[src/rtl/mem_scan_pkg.sv]
// Shared types and constants for the memory scan display.
// The scan FSM state encoding and the hex-to-seven-segment lookup table.
package mem_scan_pkg;

    typedef enum logic [1:0] {
        ST_IDLE = 2'd0,
        ST_REQ  = 2'd1,
        ST_WAIT = 2'd2,
        ST_SHOW = 2'd3
    } scan_state_e;

    // Segments a..g with bit0 = a. Entry 0 is the rightmost element.
    localparam logic [15:0][6:0] SEG7_TABLE = {
        7'h71, 7'h79, 7'h5E, 7'h39, 7'h7C, 7'h77, 7'h6F, 7'h7F,
        7'h07, 7'h7D, 7'h6D, 7'h66, 7'h4F, 7'h5B, 7'h06, 7'h3F
    };

endpackage

[src/rtl/hex_to_seg7.sv]
// Combinational 4-bit hex to 7-segment decoder (active-high, bit0 = a),
// driven from the shared package table.
module hex_to_seg7
    import mem_scan_pkg::*;
(
    input  logic [3:0] hex_i,
    output logic [6:0] seg_o
);

    assign seg_o = SEG7_TABLE[hex_i];

endmodule

[src/rtl/mem_scan_display.sv]
// Sweeps every memory address, reads it and shows the value on SEG.
// Optional build macro MEM_SCAN_COUNT_EN adds the scan_count sweep counter.
//
// state | meaning
// IDLE  | scanning disabled, display blank
// REQ   | one-cycle read request for the current address
// WAIT  | memory data arrives; captured into the display at cycle end
// SHOW  | dwell on the captured digit for HOLD_CYCLES cycles
module mem_scan_display
    import mem_scan_pkg::*;
#(
    parameter int ADDR_WIDTH  = 2,
    parameter int HOLD_CYCLES = 4
) (
    input  logic                  clk_2,
    input  logic                  reset_n,
    input  logic                  enable,
    input  logic                  freeze,
    output logic                  rd_en,
    output logic [ADDR_WIDTH-1:0] rd_addr,
    input  logic [3:0]            rd_data,
    output logic [7:0]            SEG,
    output logic [ADDR_WIDTH-1:0] disp_addr,
`ifdef MEM_SCAN_COUNT_EN
    output logic [7:0]            scan_count,
`endif
    output logic                  disp_valid
);

    localparam logic [ADDR_WIDTH-1:0] LAST_ADDR = '1;
    localparam logic [7:0]            HOLD_M1   = 8'(HOLD_CYCLES - 1);

    scan_state_e           state_q, state_d;
    logic [ADDR_WIDTH-1:0] addr_q, addr_d;
    logic [7:0]            dwell_q, dwell_d;
    logic [7:0]            seg_q, seg_d;
    logic [ADDR_WIDTH-1:0] disp_addr_q, disp_addr_d;
    logic                  valid_q, valid_d;
    logic                  rd_en_q;
    logic [6:0]            seg_code;
    logic                  advance;

    hex_to_seg7 u_dec (
        .hex_i (rd_data),
        .seg_o (seg_code)
    );

    assign advance = enable && (state_q == ST_SHOW) && (dwell_q == 8'd0) && !freeze;

    always_comb begin
        state_d     = state_q;
        addr_d      = addr_q;
        dwell_d     = dwell_q;
        seg_d       = seg_q;
        disp_addr_d = disp_addr_q;
        valid_d     = valid_q;
        if (!enable) begin
            // Address counter is kept so re-enabling resumes where it stopped.
            state_d = ST_IDLE;
            seg_d   = 8'h00;
            valid_d = 1'b0;
        end else begin
            case (state_q)
                ST_IDLE: state_d = ST_REQ;
                ST_REQ:  state_d = ST_WAIT;
                ST_WAIT: begin
                    seg_d       = {(addr_q == LAST_ADDR), seg_code};
                    disp_addr_d = addr_q;
                    valid_d     = 1'b1;
                    dwell_d     = HOLD_M1;
                    state_d     = ST_SHOW;
                end
                default: begin
                    if (dwell_q == 8'd0) begin
                        state_d = ST_REQ;
                        if (advance) addr_d = addr_q + ADDR_WIDTH'(1);
                    end else begin
                        dwell_d = dwell_q - 8'd1;
                    end
                end
            endcase
        end
    end

    always_ff @(posedge clk_2 or negedge reset_n) begin
        if (!reset_n) begin
            state_q     <= ST_IDLE;
            addr_q      <= '0;
            dwell_q     <= 8'd0;
            seg_q       <= 8'h00;
            disp_addr_q <= '0;
            valid_q     <= 1'b0;
            rd_en_q     <= 1'b0;
        end else begin
            state_q     <= state_d;
            addr_q      <= addr_d;
            dwell_q     <= dwell_d;
            seg_q       <= seg_d;
            disp_addr_q <= disp_addr_d;
            valid_q     <= valid_d;
            rd_en_q     <= (state_d == ST_REQ);
        end
    end

`ifdef MEM_SCAN_COUNT_EN
    logic [7:0] sweep_q;

    // Counts completed sweeps; a frozen re-read never counts, enable=0 never clears.
    always_ff @(posedge clk_2 or negedge reset_n) begin
        if (!reset_n) begin
            sweep_q <= 8'd0;
        end else if (advance && (addr_q == LAST_ADDR)) begin
            sweep_q <= sweep_q + 8'd1;
        end
    end

    assign scan_count = sweep_q;
`endif

    assign rd_en      = rd_en_q;
    assign rd_addr    = addr_q;
    assign SEG        = seg_q;
    assign disp_addr  = disp_addr_q;
    assign disp_valid = valid_q;

endmodule

[config.mk]
export PLATFORM = sky130hd
export DESIGN_NAME = mem_scan_display
export DESIGN_NICKNAME = d
export VERILOG_FILES = /design/src/rtl/mem_scan_pkg.sv /design/src/rtl/hex_to_seg7.sv /design/src/rtl/mem_scan_display.sv
export SDC_FILE = /design/constraint.sdc
export NUM_CORES = 1
export LEC_CHECK = 0
export BUFFER_PORTS_ARGS = -buffer_cell sky130_fd_sc_hd__clkbuf_2
export CAP_MARGIN = 20
export CORE_ASPECT_RATIO = 1.75
export CORE_MARGIN = 1
export CORE_UTILIZATION = 50
export DETAILED_ROUTE_END_ITERATION = 8
export PLACE_DENSITY = 0.74
export SYNTH_ARGS = -nofsm -noshare
export SYNTH_HDL_FRONTEND = slang
export SYNTH_SLANG_ARGS = --single-unit
[constraint.sdc]
create_clock -name clk_2 -period 1.7 [get_ports clk_2]
set_input_delay 0.17 -clock clk_2 [delete_from_list [all_inputs] [get_ports clk_2]]
set_output_delay 0.17 -clock clk_2 [all_outputs]
set_load 0.01 [all_outputs]
After elaboration in Yosys (flattened, before gate mapping)
Memory sizes are Yosys's and may differ from the RTL's.
Index checks and enable logic that the tools add are counted.
{ "op_classes": {"n_eq_ne": 7, "muxes": 10, "bitwise": 2, "n_addsub": 2, "order_cmp": 1, "n_reduce_logical": 11} }
{ "ops": {"columns": ["op", "n"], "rows": [
  ["8-bit 2-to-1 mux", 3],
  ["8-bit one-hot mux with 2 select lines", 1],
  ["8-bit logical NOT", 1],
  ["8-bit by 1-bit subtractor with 8-bit output, second input constant", 1],
  ["7-bit 2-to-1 mux", 1],
  ["2-bit equality test, second input constant", 3],
  ["2-bit one-hot mux with 3 select lines", 1],
  ["4-bit by 5-bit less-than comparator with 1-bit output, second input constant", 1],
  ["2-bit by 1-bit equality test with 1-bit output, second input constant", 2],
  ["2-bit 2-to-1 mux", 2],
  ["2-bit by 1-bit inequality test with 1-bit output, second input constant", 2],
  ["4-bit AND reduction", 1],
  ["1-bit logical AND", 3],
  ["3-bit AND reduction", 1],
  ["3-bit OR reduction", 1],
  ["2-bit by 1-bit adder with 2-bit output, second input constant", 1],
  ["2-bit logical NOT", 1],
  ["1-bit 2-to-1 mux", 2],
  ["1-bit NOT", 2],
  ["2-bit AND reduction", 1],
  ["2-bit OR reduction", 1],
  ["1-bit logical NOT", 1]
]} }
{ "word_totals": {"mem_bits_ro": 112, "register_bits": 24, "mem_count": 1, "output_inout_bits": 14, "input_bits": 8} }
{ "mem_list": {"columns": ["memory", "depth", "width", "rd", "rd_ports_with_merged_regs", "write_ports", "line", "text"], "rows": [
  ["(name not given)", 16, 7, 1, 0, 0, "hex_to_seg7.sv:10", "assign seg_o = SEG7_TABLE[hex_i];"]
]} }

Depth between registers and ports, before layout
{ "logic_depth": {"depth_word": 5, "mapped_depth": 7, "depth_no_buf": 6} }

Modules after synthesis
From an unflattened synthesis, not the netlist that was laid out.
{ "unflattened": {"hier_cells": 138, "hier_area_um2": 1498.9} }
{ "by_module_without_submodules": {"columns": ["mod", "n_inst", "cells_per_inst", "area_per_inst_um2"], "rows": [
  ["mem_scan_display", 1, 105, 1216.2],
  ["hex_to_seg7", 1, 33, 282.8]
]} }

Worst setup path after synthesis
OpenSTA, ideal clock, no wires.
{ "synth_path": {"kind": "reg-to-reg", "from": "reg dwell_q[0]", "to": "reg addr_q[1], in the netlist rd_addr[1]", "required_time_ns": 1.572, "path_slack_ns": -0.091, "synth_period_minus_slack_ns": 1.791, "arrival_time_ns": 1.663, "path_stages_with_launch": 7, "path_cell_list": "dfrtp_1 > inv_1 > ha_1 > nor4b_4 > nand2_1 > nor3_2 > mux2_1"} }
{ "synth_via": {"elab_chain_len": 4} }
{ "synth_rtl": {"columns": ["element", "line", "text"], "rows": [
  ["start, declared", "mem_scan_display.sv:35", "logic [7:0] dwell_q, dwell_d;"],
  ["start signal, assigned", "mem_scan_display.sv:97", "dwell_q <= dwell_d;"],
  ["8-bit logical NOT (*)", "mem_scan_display.sv:48, mem_scan_display.sv:74", null],
  ["1-bit logical AND (2 in a row)", "mem_scan_display.sv:48", "assign advance = enable && (state_q == ST_SHOW) && (dwell_q == 8'd0) && !freeze;"],
  ["4-bit AND reduction (no source line) (*)", null, null],
  ["end signal, assigned", "mem_scan_display.sv:96", "addr_q <= addr_d;"],
  ["end, declared", "mem_scan_display.sv:34", "logic [ADDR_WIDTH-1:0] addr_q, addr_d;"]
]} }
Every way passes the cells marked *; elsewhere a longest branch is shown, timed or not.
A chain may end at the register's enable or synchronous reset.

Worst setup path after layout
{ "layout_path": {"from": "reg state_q[0]", "to": "reg dwell_q[2]"} }
{ "layout_via": {"elab_chain_len": 4} }
{ "layout_rtl": {"columns": ["element", "line", "text"], "rows": [
  ["start, declared", "mem_scan_display.sv:33", "scan_state_e state_q, state_d;"],
  ["start signal, assigned", "mem_scan_display.sv:95", "state_q <= state_d;"],
  ["2-bit by 1-bit equality test with 1-bit output or 2-bit logical NOT (tied branches)", "mem_scan_display.sv:63", "case (state_q)"],
  ["2-bit OR reduction (no source line)", null, null],
  ["1-bit NOT (no source line)", null, null],
  ["3-bit AND reduction (no source line)", null, null]
]} }
Parallel ways exist; a longest one is shown, timed or not.

==> impl_metrics.ini <==
[power]
p_leak_nw = 0.885
p_total_mw = 1.85
irDropWorstVdd_v = 0.000887
p_per_area_nw_per_um2 = 1020

[worst_setup_path]
crit_buf_inv = 1
required_ns = 1.90
crit_arrival_ns = 1.93
crit_fanout = 4
crit_slowest_cell = or4b_4
end_kind = flip-flop
cp_cell_sequence = inv_2 > ha_4 > or3b_4 > or4b_4 > o21ai_2
critPathLaunchType = flip-flop
crit_type = flip-flop to flip-flop
critPathTopFamily = simple AND/OR/NAND/NOR gates
max_stage_delay_ns = 0.49

[sta]
fin_skew_ns = 0.00753
hold_slack_ns = 0.265
period_needed_ns = 1.73
maxSlewHeadroom = 0.612
setup_violations = 2
final_hold_viol_count = 0
final_max_slew_viol_count = 0
worst_pin_slew_ns = 0.583
max_freq_mhz = 579
grt_setup_unrepaired = yes
fin_crit_sh = 1.02
finalSetupTns_ns = -0.0429
worst_slack_ns = -0.0282

[routing]
wl_met2_mm = 1.87
routed-wl-met3_um = 47
vias_per_cell = 5.66
ant_nets = 0
top_layer = met4
vias = 1178
drt-met1-wl_mm = 1.16
wl_mm = 3.13
drt_iter0_drc = 35
first_pass_iters = 4
wl_per_cell_um = 15.0
drc = 0

[floorplan]
rows = 25
io_pins = 22
core_area_um2 = 2720
die_height_um = 72.7
die_w_um = 42.4
dieArea_um2 = 3080
start_util = 0.525

[final_layout]
drive_gt1_frac = 0.348
syn_to_final_growth_pct = 26.7
stdcell_area_um2 = 1810
fill_cells = 225
seq_area_um2 = 601
antenna_cells = 0
final_cells = 208
nets = 202
utilization = 0.665
multiInputGateArea_um2 = 813

[synthesis]
ys_async_sr_fraction = 1.00
synth_edf_count = 0
syn_area_um2 = 1430
syn_avg_cell_area_um2 = 10.1
syn_inst = 142
synth_seq_cells = 24
ys_seq_area_frac = 0.420
synth_cell_types = 40
syn_nets = 162
synth_flop_cell = dfrtp_1
yosysWarningCount = 0

[clocking]
clock_latency_ns = 0.27
cts_tree = built
cts.clk_slew.worst_paths_ns = 0.09
root_buffer = clkbuf_8
cts_buffers = 3
cts.htree.levels = 1
cts_buffer_depth = 2
clock-sinks = 24

[placement]
numPortBuffers = 21
globalplace.congestion = 0.787
dp_cells = 197
pre_cts_slack_ns = -0.107
placed_cell_area_um2 = 1640
dpl.hpwl_mm = 2.33

[grt]
grt_use_total = 0.221
grt_pass1_wl_mm = 5.22
antenna_found_initial = 0
grt_overflow = 0
grt_pass1_vias = 1180
grt_max_degree = 25

[flow_run]
maxCapViolCount = 0

[run_status]
violations = setup timing
status = finished with violations

[min_path]
hold_class = input pin to flip-flop
-- cells in the mapped netlist (2+ instances only) --
cell | n | area [um^2]
a211oi_1 | 2 | 15.0
a21oi_1 | 9 | 45.0
a31oi_1 | 2 | 12.5
and2_1 | 2 | 12.5
clkbuf_1 | 3 | 11.3
dfrtp_1 | 24 | 601
ha_1 | 12 | 150
inv_1 | 9 | 33.8
mux2_2 | 4 | 45.0
mux2i_1 | 6 | 60.1
nand2_1 | 9 | 33.8
nand3_1 | 3 | 15.0
nor2_1 | 5 | 18.8
nor2b_1 | 10 | 62.6
nor3_1 | 6 | 30.0
nor4_1 | 2 | 12.5
o21a_1 | 2 | 15.0
o21ai_0 | 6 | 30.0
o21ai_1 | 4 | 20.0
o22ai_1 | 2 | 12.5
-- placed cells by master, fill, tap and decap left out, drive strengths merged, types with 2 or more instances in the layout --
master / count
buf: 19
clkbuf: 24
a21oi: 9
ha: 12
a211oi: 2
o21ai: 10
dfrtp: 24
nor4b: 2
o22ai: 2
nor2: 5
nand3: 3
inv: 9
nor3: 7
nor4: 2
nand2: 9
nor2b: 10
mux2i: 6
mux2: 5
o21a: 2
a31oi: 2
and2: 2
-- what timing repair did --
item / CTS / global route
setup buffers: 4 / 2
hold buffers: 1 / 0
gates resized for setup: 6 / 5
endpoints found under the hold margin: 24 / 0
endpoints found under the setup margin: 3 / 6
pin swaps: 2 / 3
-- state kept, by name, indices dropped and copies added, names as in the netlist --
signal and cells:
state_q 2, rd_en 1, disp_valid 1, dwell_q 8
SEG 8, disp_addr 2, rd_addr 2
-- tightest hold or removal path, stage by stage --
cell,delay [ns]
clkbuf_2,0.10
nor3_4,0.05
mux2_4,0.19
-- area by class of cell --
| cell class | instances | area share |
|---|---|---|
| clock buffers | 3 | 0.0228 |
| clock inverters | 1 | 0.0166 |
| repair buffers | 41 | 0.142 |
| well taps | 27 | 0.0187 |
| inverters | 9 | 0.0187 |
| flip-flops and latches | 24 | 0.332 |
| multi-input cells | 103 | 0.449 |
-- where the power goes --
group	internal [mW]	switching (mW)	total (mW)
sequential	0.658	0.0886	0.746
combinational	0.297	0.304	0.601
clock	0.315	0.185	0.500
-- path summary, 6_finish.rpt --
| check | slack (ns) | to | depth (start not counted) | startpoint |
|---|---|---|---|---|
| hold / removal | 0.27 | rd_addr[1] | 3 | freeze |
| setup / recovery | -0.03 | dwell_q[2] | 5 | state_q[0] |
| hold reg to reg | 0.49 | disp_valid | 1 | disp_valid |
| max in group asynchronous | 0.89 | dwell_q[7] | 2 | reset_n |
| min in group asynchronous | 0.41 | dwell_q[3] | 2 | reset_n |
| setup reg to reg | -0.03 | dwell_q[2] | 5 | state_q[0] |
-- per-layer routing --
layer  GRT usage  vias up
met5           0        -
met4      0.0868        0
met3      0.0223        7
met2       0.431       23
met1       0.235      570
li1            -      578
-- cells by family (layout without fill, tap and decap cells) --
group / count (synthesis) / in the layout / share of synthesized area
AOI/OAI and AO/OA: 32 / 32 / 0.134
and+or+nand+nor: 46 / 46 / 0.192
xor gates and xnor gates: 1 / 1 / 0.00613
adders and majority gates: 12 / 12 / 0.105
buffers and inverters: 15 / 54 / 0.0455
DFF: 24 / 24 / 0.420
muxes: 12 / 12 / 0.0972
(Power assumes the default switching activity.)
